[config.mk]
export PLATFORM = sky130hd
export DESIGN_NAME = steer_lane_demux_flat
export DESIGN_NICKNAME = d
export VERILOG_FILES = /design/src/rtl/steer_lane_demux_if.sv /design/src/rtl/steer_lane_demux.sv /design/src/flat_wrapper.sv
export SDC_FILE = /design/constraint.sdc
export NUM_CORES = 1
export LEC_CHECK = 0
export CORE_ASPECT_RATIO = 1.2
export CORE_MARGIN = 2
export CORE_UTILIZATION = 43
export DETAILED_ROUTE_END_ITERATION = 8
export PLACE_DENSITY = 0.71
export SYNTH_ARGS = -nofsm -noshare
export SYNTH_HDL_FRONTEND = slang
export SYNTH_SLANG_ARGS = --single-unit
[constraint.sdc]
create_clock -name clk -period 2.6 [get_ports clk]
set_input_delay 0.52 -clock clk [delete_from_list [all_inputs] [get_ports clk]]
set_output_delay 0.52 -clock clk [all_outputs]
set_load 0.005 [all_outputs]
[src/rtl/steer_lane_demux_if.sv]
// Bundle between the steering-ring consumer and its stream source, lane sinks and status.
// Latency: none (wires only).
// Backpressure: in_valid/in_ready on the input side, lane_valid/lane_ready per output lane.
interface steer_lane_demux_if #(
    parameter int WIDTH = 8
);
    logic [3:0]         steer;
    logic               steer_comp;
    logic               in_valid;
    logic               in_ready;
    logic [WIDTH-1:0]   in_data;
    logic [3:0]         lane_valid;
    logic [3:0]         lane_ready;
    logic [4*WIDTH-1:0] lane_data;
    logic               onehot_err;
    logic               seq_err;

    modport master (
        output steer, in_valid, in_data, lane_ready,
        input  steer_comp, in_ready, lane_valid, lane_data, onehot_err, seq_err
    );

    modport slave (
        input  steer, in_valid, in_data, lane_ready,
        output steer_comp, in_ready, lane_valid, lane_data, onehot_err, seq_err
    );
endinterface

[src/rtl/steer_lane_demux.sv]
// Routes one input word per NCL ring DATA wavefront into the selected lane register.
// Latency: steer edge to XFER/comp-fall SYNC_STAGES+1 cycles; comp rises on the transfer edge.
// Backpressure: in_ready only in XFER with the target lane empty; a full lane stalls the ring.
module steer_lane_demux #(
    parameter int WIDTH       = 8,
    parameter int SYNC_STAGES = 2
) (
    input  logic               clk,
    input  logic               init_n,
    steer_lane_demux_if.slave  bus
);
    typedef enum logic [1:0] {IDLE, XFER, ACK} state_t;

    state_t             state;
    logic [3:0]         sync_q [SYNC_STAGES];
    logic [3:0]         steer_s;
    logic [1:0]         sel;
    logic [1:0]         nxt_tok;
    logic [1:0]         idx;
    logic               is_onehot;
    logic               fire;
    logic               steer_comp_q;
    logic [3:0]         lane_valid_q;
    logic [4*WIDTH-1:0] lane_data_q;
    logic               onehot_err_q;
    logic               seq_err_q;

    // Each rail gets its own flop chain; the ring is fully asynchronous to clk.
    always_ff @(posedge clk or negedge init_n) begin
        if (!init_n) begin
            for (int i = 0; i < SYNC_STAGES; i++) sync_q[i] <= 4'd0;
        end else begin
            sync_q[0] <= bus.steer;
            for (int i = 1; i < SYNC_STAGES; i++) sync_q[i] <= sync_q[i-1];
        end
    end

    assign steer_s   = sync_q[SYNC_STAGES-1];
    assign is_onehot = (steer_s != 4'd0) && ((steer_s & (steer_s - 4'd1)) == 4'd0);

    always_comb begin
        idx = 2'd0;
        for (int i = 0; i < 4; i++) begin
            if (steer_s[i]) idx = 2'(i);
        end
    end

    assign bus.in_ready = (state == XFER) && !lane_valid_q[sel];
    assign fire         = bus.in_valid && bus.in_ready;

    always_ff @(posedge clk or negedge init_n) begin
        if (!init_n) begin
            state        <= IDLE;
            sel          <= 2'd0;
            nxt_tok      <= 2'd0;
            steer_comp_q <= 1'b0;
            lane_valid_q <= 4'd0;
            lane_data_q  <= '0;
            onehot_err_q <= 1'b0;
            seq_err_q    <= 1'b0;
        end else begin
            for (int i = 0; i < 4; i++) begin
                if (lane_valid_q[i] && bus.lane_ready[i]) lane_valid_q[i] <= 1'b0;
            end
            case (state)
                IDLE: begin
                    if (is_onehot) begin
                        sel     <= idx;
                        nxt_tok <= idx + 2'd1;
                        if (idx != nxt_tok) seq_err_q <= 1'b1;
                        state   <= XFER;
                    end else if (steer_s != 4'd0) begin
                        // Multi-hot: acknowledge so the ring is not deadlocked, but move no data.
                        onehot_err_q <= 1'b1;
                        steer_comp_q <= 1'b1;
                        state        <= ACK;
                    end
                end
                XFER: begin
                    // A fill never coincides with a drain of the same lane: in_ready needs it empty.
                    if (fire) begin
                        lane_data_q[int'(sel)*WIDTH +: WIDTH] <= bus.in_data;
                        lane_valid_q[sel] <= 1'b1;
                        steer_comp_q      <= 1'b1;
                        state             <= ACK;
                    end
                end
                ACK: begin
                    if (steer_s == 4'd0) begin
                        steer_comp_q <= 1'b0;
                        state        <= IDLE;
                    end
                end
                default: state <= IDLE;
            endcase
        end
    end

    assign bus.steer_comp = steer_comp_q;
    assign bus.lane_valid = lane_valid_q;
    assign bus.lane_data  = lane_data_q;
    assign bus.onehot_err = onehot_err_q;
    assign bus.seq_err    = seq_err_q;
endmodule

[src/flat_wrapper.sv]
// flat-port wrapper written by rule: the top's interface ports become plain ports
module steer_lane_demux_flat 
#(
    parameter int WIDTH       = 8,
    parameter int SYNC_STAGES = 2
)
  (clk, init_n, bus_steer, bus_in_valid, bus_in_data, bus_lane_ready, bus_steer_comp, bus_in_ready, bus_lane_valid, bus_lane_data, bus_onehot_err, bus_seq_err);
  steer_lane_demux_if #(.WIDTH(WIDTH)) bus_i ();
  input  logic clk;
  input  logic init_n;
  input wire logic [$bits(bus_i.steer)-1:0] bus_steer;
  input wire logic [$bits(bus_i.in_valid)-1:0] bus_in_valid;
  input wire logic [$bits(bus_i.in_data)-1:0] bus_in_data;
  input wire logic [$bits(bus_i.lane_ready)-1:0] bus_lane_ready;
  output wire logic [$bits(bus_i.steer_comp)-1:0] bus_steer_comp;
  output wire logic [$bits(bus_i.in_ready)-1:0] bus_in_ready;
  output wire logic [$bits(bus_i.lane_valid)-1:0] bus_lane_valid;
  output wire logic [$bits(bus_i.lane_data)-1:0] bus_lane_data;
  output wire logic [$bits(bus_i.onehot_err)-1:0] bus_onehot_err;
  output wire logic [$bits(bus_i.seq_err)-1:0] bus_seq_err;
  assign bus_i.steer = bus_steer;
  assign bus_i.in_valid = bus_in_valid;
  assign bus_i.in_data = bus_in_data;
  assign bus_i.lane_ready = bus_lane_ready;
  assign bus_steer_comp = bus_i.steer_comp;
  assign bus_in_ready = bus_i.in_ready;
  assign bus_lane_valid = bus_i.lane_valid;
  assign bus_lane_data = bus_i.lane_data;
  assign bus_onehot_err = bus_i.onehot_err;
  assign bus_seq_err = bus_i.seq_err;
  steer_lane_demux #(.WIDTH(WIDTH), .SYNC_STAGES(SYNC_STAGES)) u_core (.clk(clk), .init_n(init_n), .bus(bus_i));
endmodule
* Yosys cells after proc, flatten, opt, wreduce, memory -nomap -nowiden
Cells that the tools add are included. W data, S select, Z words.
Storage, ports and cells: flip-flop bits (word level) 53, output and inout port bits 40
Cells by class: shift-type cells 2, equal/unequal tests 8, magnitude comparators 2, reductions and logical operators 20, bitwise operators 3, add/sub/neg operators 3, muxes and demuxes 24
Operators by type and width (number):
- $neg A5 Y33 | 1
- $shift A8 B33 Y32 const A | 1
- $shiftx A8 B33 Y32 | 1
- $bwmux W32 | 1
- $mux W2 | 6
- $mux W1 | 11
- $reduce_and A3 Y1 | 3
- $logic_and A1 B1 Y1 | 8
- $logic_not A4 Y1 | 2
- $mux W4 | 2
- $ne A2 B1 Y1 const B | 3
- $pmux W2 S3 | 1
- $reduce_and A5 Y1 | 1
- $and A4 B4 Y4 | 1
- $or A4 B4 Y4 | 1
- $reduce_and A2 Y1 | 2
- $reduce_bool A4 Y1 | 1
- $sub A4 B1 Y4 const B | 1
- $lt A2 B3 Y1 const B | 1
- $ne A3 B1 Y1 const B | 1
- $pmux W1 S3 | 1
- $reduce_bool A3 Y1 | 1
- $add A2 B1 Y2 const B | 1
- $bmux W1 S2 | 1
- other kinds (9) | 9

* Logic depth before layout (Yosys ltp)
depth in word-level cells 7, mapped depth 6

* Worst setup path after synthesis
No wires, ideal clock.
kind reg2out, from register u_core.sel[0], to output port bus_in_ready, path slack 0.606 ns, arrival time 1.474 ns, path buffers 1, stages on the path, launching flop included 5, cells stage by stage dfrtp_1 mux4_2 clkbuf_1 inv_1 and3_1
Between the ends: cells in the longest elaborated chain, start to end 4
Ends and longest elaborated chain:
- from (decl) | line steer_lane_demux.sv:17 | logic [1:0] sel;
- from (signal assigned) | line steer_lane_demux.sv:68 | sel <= idx;
- $bmux W1 S2 | line steer_lane_demux.sv:48 | assign bus.in_ready = (state == XFER) && !lane_valid_q[sel];
- $mux W1 (not written as such) | line steer_lane_demux.sv:48
- $logic_not A1 Y1 | line steer_lane_demux.sv:48
- $logic_and A1 B1 Y1 | line steer_lane_demux.sv:48
- to (decl) | line flat_wrapper.sv:16 | output wire logic [$bits(bus_i.in_ready)-1:0] bus_in_ready;
Every way passes these cells. The select of a mux whose other input is x is not followed.

* Worst setup path in the final report
Same ends and word-level chain as after synthesis.

==> flow_metrics.env <==
export IMPL_arrival_ps=1960
export IMPL_vias=1709
export IMPL_dp_cells=331
export IMPL_path_clk_slew_ps=90
export IMPL_fp_dieArea_mm2=0.006255
export IMPL_start_kind="flop"
export IMPL_area_growth_pct=30.61
export IMPL_irDropWorstVdd_uv=304.2
export IMPL_cts_resized=0
export IMPL_clock_latency_ps=300
export IMPL_portBuffers=58
export IMPL_n_antenna_cell=0
export IMPL_status="finished, final reports clean"
export IMPL_ys_warn_count=0
export IMPL_maxCapViolations=0
export IMPL_grt_pass1_wl_um=8763
export IMPL_ant_nets=0
export IMPL_rsz0062_at_grt="no"
export IMPL_initial_utilization_pct=45.13
export IMPL_ios=59
export IMPL_cts_inserted_buffers=5
export IMPL_grt_overflow_total=0
export IMPL_synth_seq_cells=53
export IMPL_wl_per_cell_um=14.51
export IMPL_coreArea_mm2=0.005370
export IMPL_die_x_um=72.54
export IMPL_required_ps=2080
export IMPL_crit_path_end_kind="output port"
export IMPL_hp_class="in -> async"
export IMPL_drive_gt1_share_pct=7.581
export IMPL_pre_cts_ws_ps=284.5
export IMPL_clock_path_buffers=2
export IMPL_worst_pin_slew_ps=601.6
export IMPL_fin_cells=339
export IMPL_hpwl_um=3788
export IMPL_max_slew_margin_rel_pct=59.89
export IMPL_drtIter0Drc=78
export IMPL_avgViaCountPerCell=5.041
export IMPL_grt_max_degree=29
export IMPL_syn_num_nets=240
export IMPL_syn_cell_area_mm2=0.002424
export IMPL_globalplace_congestion=0.7887
export IMPL_htree_levels=2
export IMPL_fin_ws_ps=118.9
export IMPL_ys_types=37
export IMPL_r2r_slack_ps=430
export IMPL_max_clock_freq_mhz=403.0
export IMPL_nets=303
export IMPL_met2_usage_pct=27.69
export IMPL_reg2reg_to="u_core.bus.lane_data[31]"
export IMPL_p_leak_nw=1.486
export IMPL_path_class="reg -> out"
export IMPL_p_per_area_mw_per_mm2=666.6
export IMPL_detail_route_first_pass_iterations=4
export IMPL_reg2reg_from="u_core.sel[0]"
export IMPL_die_height_um=86.24
export IMPL_cts_root_buf="clkbuf_8"
export IMPL_routed_wl_um=4919
export IMPL_grt_antenna_before_repair=0
export IMPL_cts_tree="done"
export IMPL_seq_area_frac_synth_pct=54.72
export IMPL_finalSetupViolCount=0
export IMPL_rr_worst_depth=5
export IMPL_postSynthAreaPerCell_um2=11.38
export IMPL_grt_use_total_pct=17.86
export IMPL_worst_path_max_fanout=2
export IMPL_post_cts_setup_buffers=0
export IMPL_slew_violations=0
export IMPL_met1_usage_pct=25.15
export IMPL_cts_sinks=53
export IMPL_grt_pass1_vias=1785
export IMPL_finalHoldViolations=0
export IMPL_period_share_pct=95.43
export IMPL_finalCriticalPeriod_ps=2481
export IMPL_cts_hold_buffers_added=0
export IMPL_grtUsageMet3_pct=3.140
export IMPL_grt_busiest_layer="met2"
export IMPL_synthCells=213
export IMPL_drc=0
export IMPL_finClkSkew_ps=6.960
export IMPL_rows=29
export IMPL_setup_tns_ps=0
cell usage in the layout, fill, tap and decap left out, types with 8 or more instances in the layout:
cell	netlist	routed
clkdlybuf4s50_1	0	57
dfrtp_1	53	53
ha_1	8	8
inv_1	9	9
mux2_1	24	24
nand2_1	16	16
nand2b_1	11	11
nand3_1	8	8
nor2_1	30	30
o21ai_0	12	12
cell usage after synthesis, drive strengths merged:
library cell	instances	area share, %
o211ai	1	0.31
and3	1	0.26
a31oi	1	0.26
a31o	2	0.72
a211o	1	0.36
or3	1	0.46
nor4b	1	0.36
mux2i	2	0.83
a21oi	7	1.9
clkbuf	1	0.15
xnor2	1	0.36
ha	8	4.1
nand3b	2	0.62
nand2b	11	2.8
mux2	26	12
buf	7	2.2
nor3b	1	0.31
dfrtp	53	55
nand3	8	1.7
nor2	31	5.1
nand4b	1	0.36
or4	1	0.31
a2111oi	1	0.36
o32ai	1	0.36
and2	3	0.77
mux4	1	0.93
xor2	1	0.36
nand2	16	2.5
inv	9	1.4
nor3	1	0.21
o21ai	12	2.5
cell families (layout without fill, tap and decap cells):
logic type,Yosys count,after routing,synth area share (%)
simple gates,78,78,15.75
flops,53,53,54.72
mux,29,29,14.15
compound gates,26,26,6.764
buf+inv,17,81,3.768
fa+ha+maj,8,8,4.130
xor+xnor,2,2,0.7229
layout make-up:
class	instances	area (um^2)
multi-input combinational	143	1006
inverter	9	33.78
timing repair buffer	64	620.6
sequential	53	1326
clock inverter	1	5.005
fill	483	2205
tap	62	77.57
clock buffer	7	96.34
sequential cells by signal, summed over array words and instances, names as in the netlist:
| name | flops |
|---|---|
| u_core.bus.lane_data | 32 |
| u_core.bus.lane_valid | 4 |
| u_core.steer_s | 4 |
| u_core.sync_q | 4 |
| u_core.nxt_tok | 2 |
| u_core.sel | 2 |
| u_core.state | 2 |
| u_core.bus.onehot_err | 1 |
| u_core.bus.seq_err | 1 |
| u_core.bus.steer_comp | 1 |
worst max-delay path: stages, from the launching register on:
cell	delay, ps
dfrtp_1	380
mux4_2	540
inv_1	90
and3_1	150
clkdlybuf4s50_1	490
per-layer routing:
| metal | vias up | wire length [um] |
|---|---|---|
| li1 | 839 | - |
| met1 | 828 | 2286 |
| met2 | 36 | 2377 |
| met3 | 6 | 174 |
| met4 | 0 | 80 |
| met5 | - | 0 |
report_power, final:
part / internal (mW) / total [mW] / switching (mW)
clock network: 0.241 / 0.500 / 0.259
registers: 0.911 / 0.989 / 0.0782
logic: 0.293 / 0.621 / 0.327
total: 1.45 / 2.11 / 0.665
metrics by stage:
step	util, %	hold slack, ps	power [mW]	cell area (um^2)
finish	58.95	213.6	2.110	3166
CTS	58.95	233.6	2.135	3166
global route	58.95	257.7	2.260	3166
global placement	57.06	334.6	1.623	3064
detailed placement	57.06	339.3	1.633	3064
floorplan	-	224.4	1.369	2424
worst max-delay path by stage:
stage	start	end	cells after the start
final	u_core.sel[0]	bus_in_ready	4
after global routing	u_core.sel[0]	bus_in_ready	4
after CTS	u_core.sel[0]	bus_in_ready	4
after detailed placement	bus_in_valid	u_core.bus.lane_data[16]	5
after global placement	bus_in_valid	u_core.bus.lane_data[22]	5
after floorplan	u_core.sel[0]	bus_in_ready	4
(Power assumes the default switching activity.)
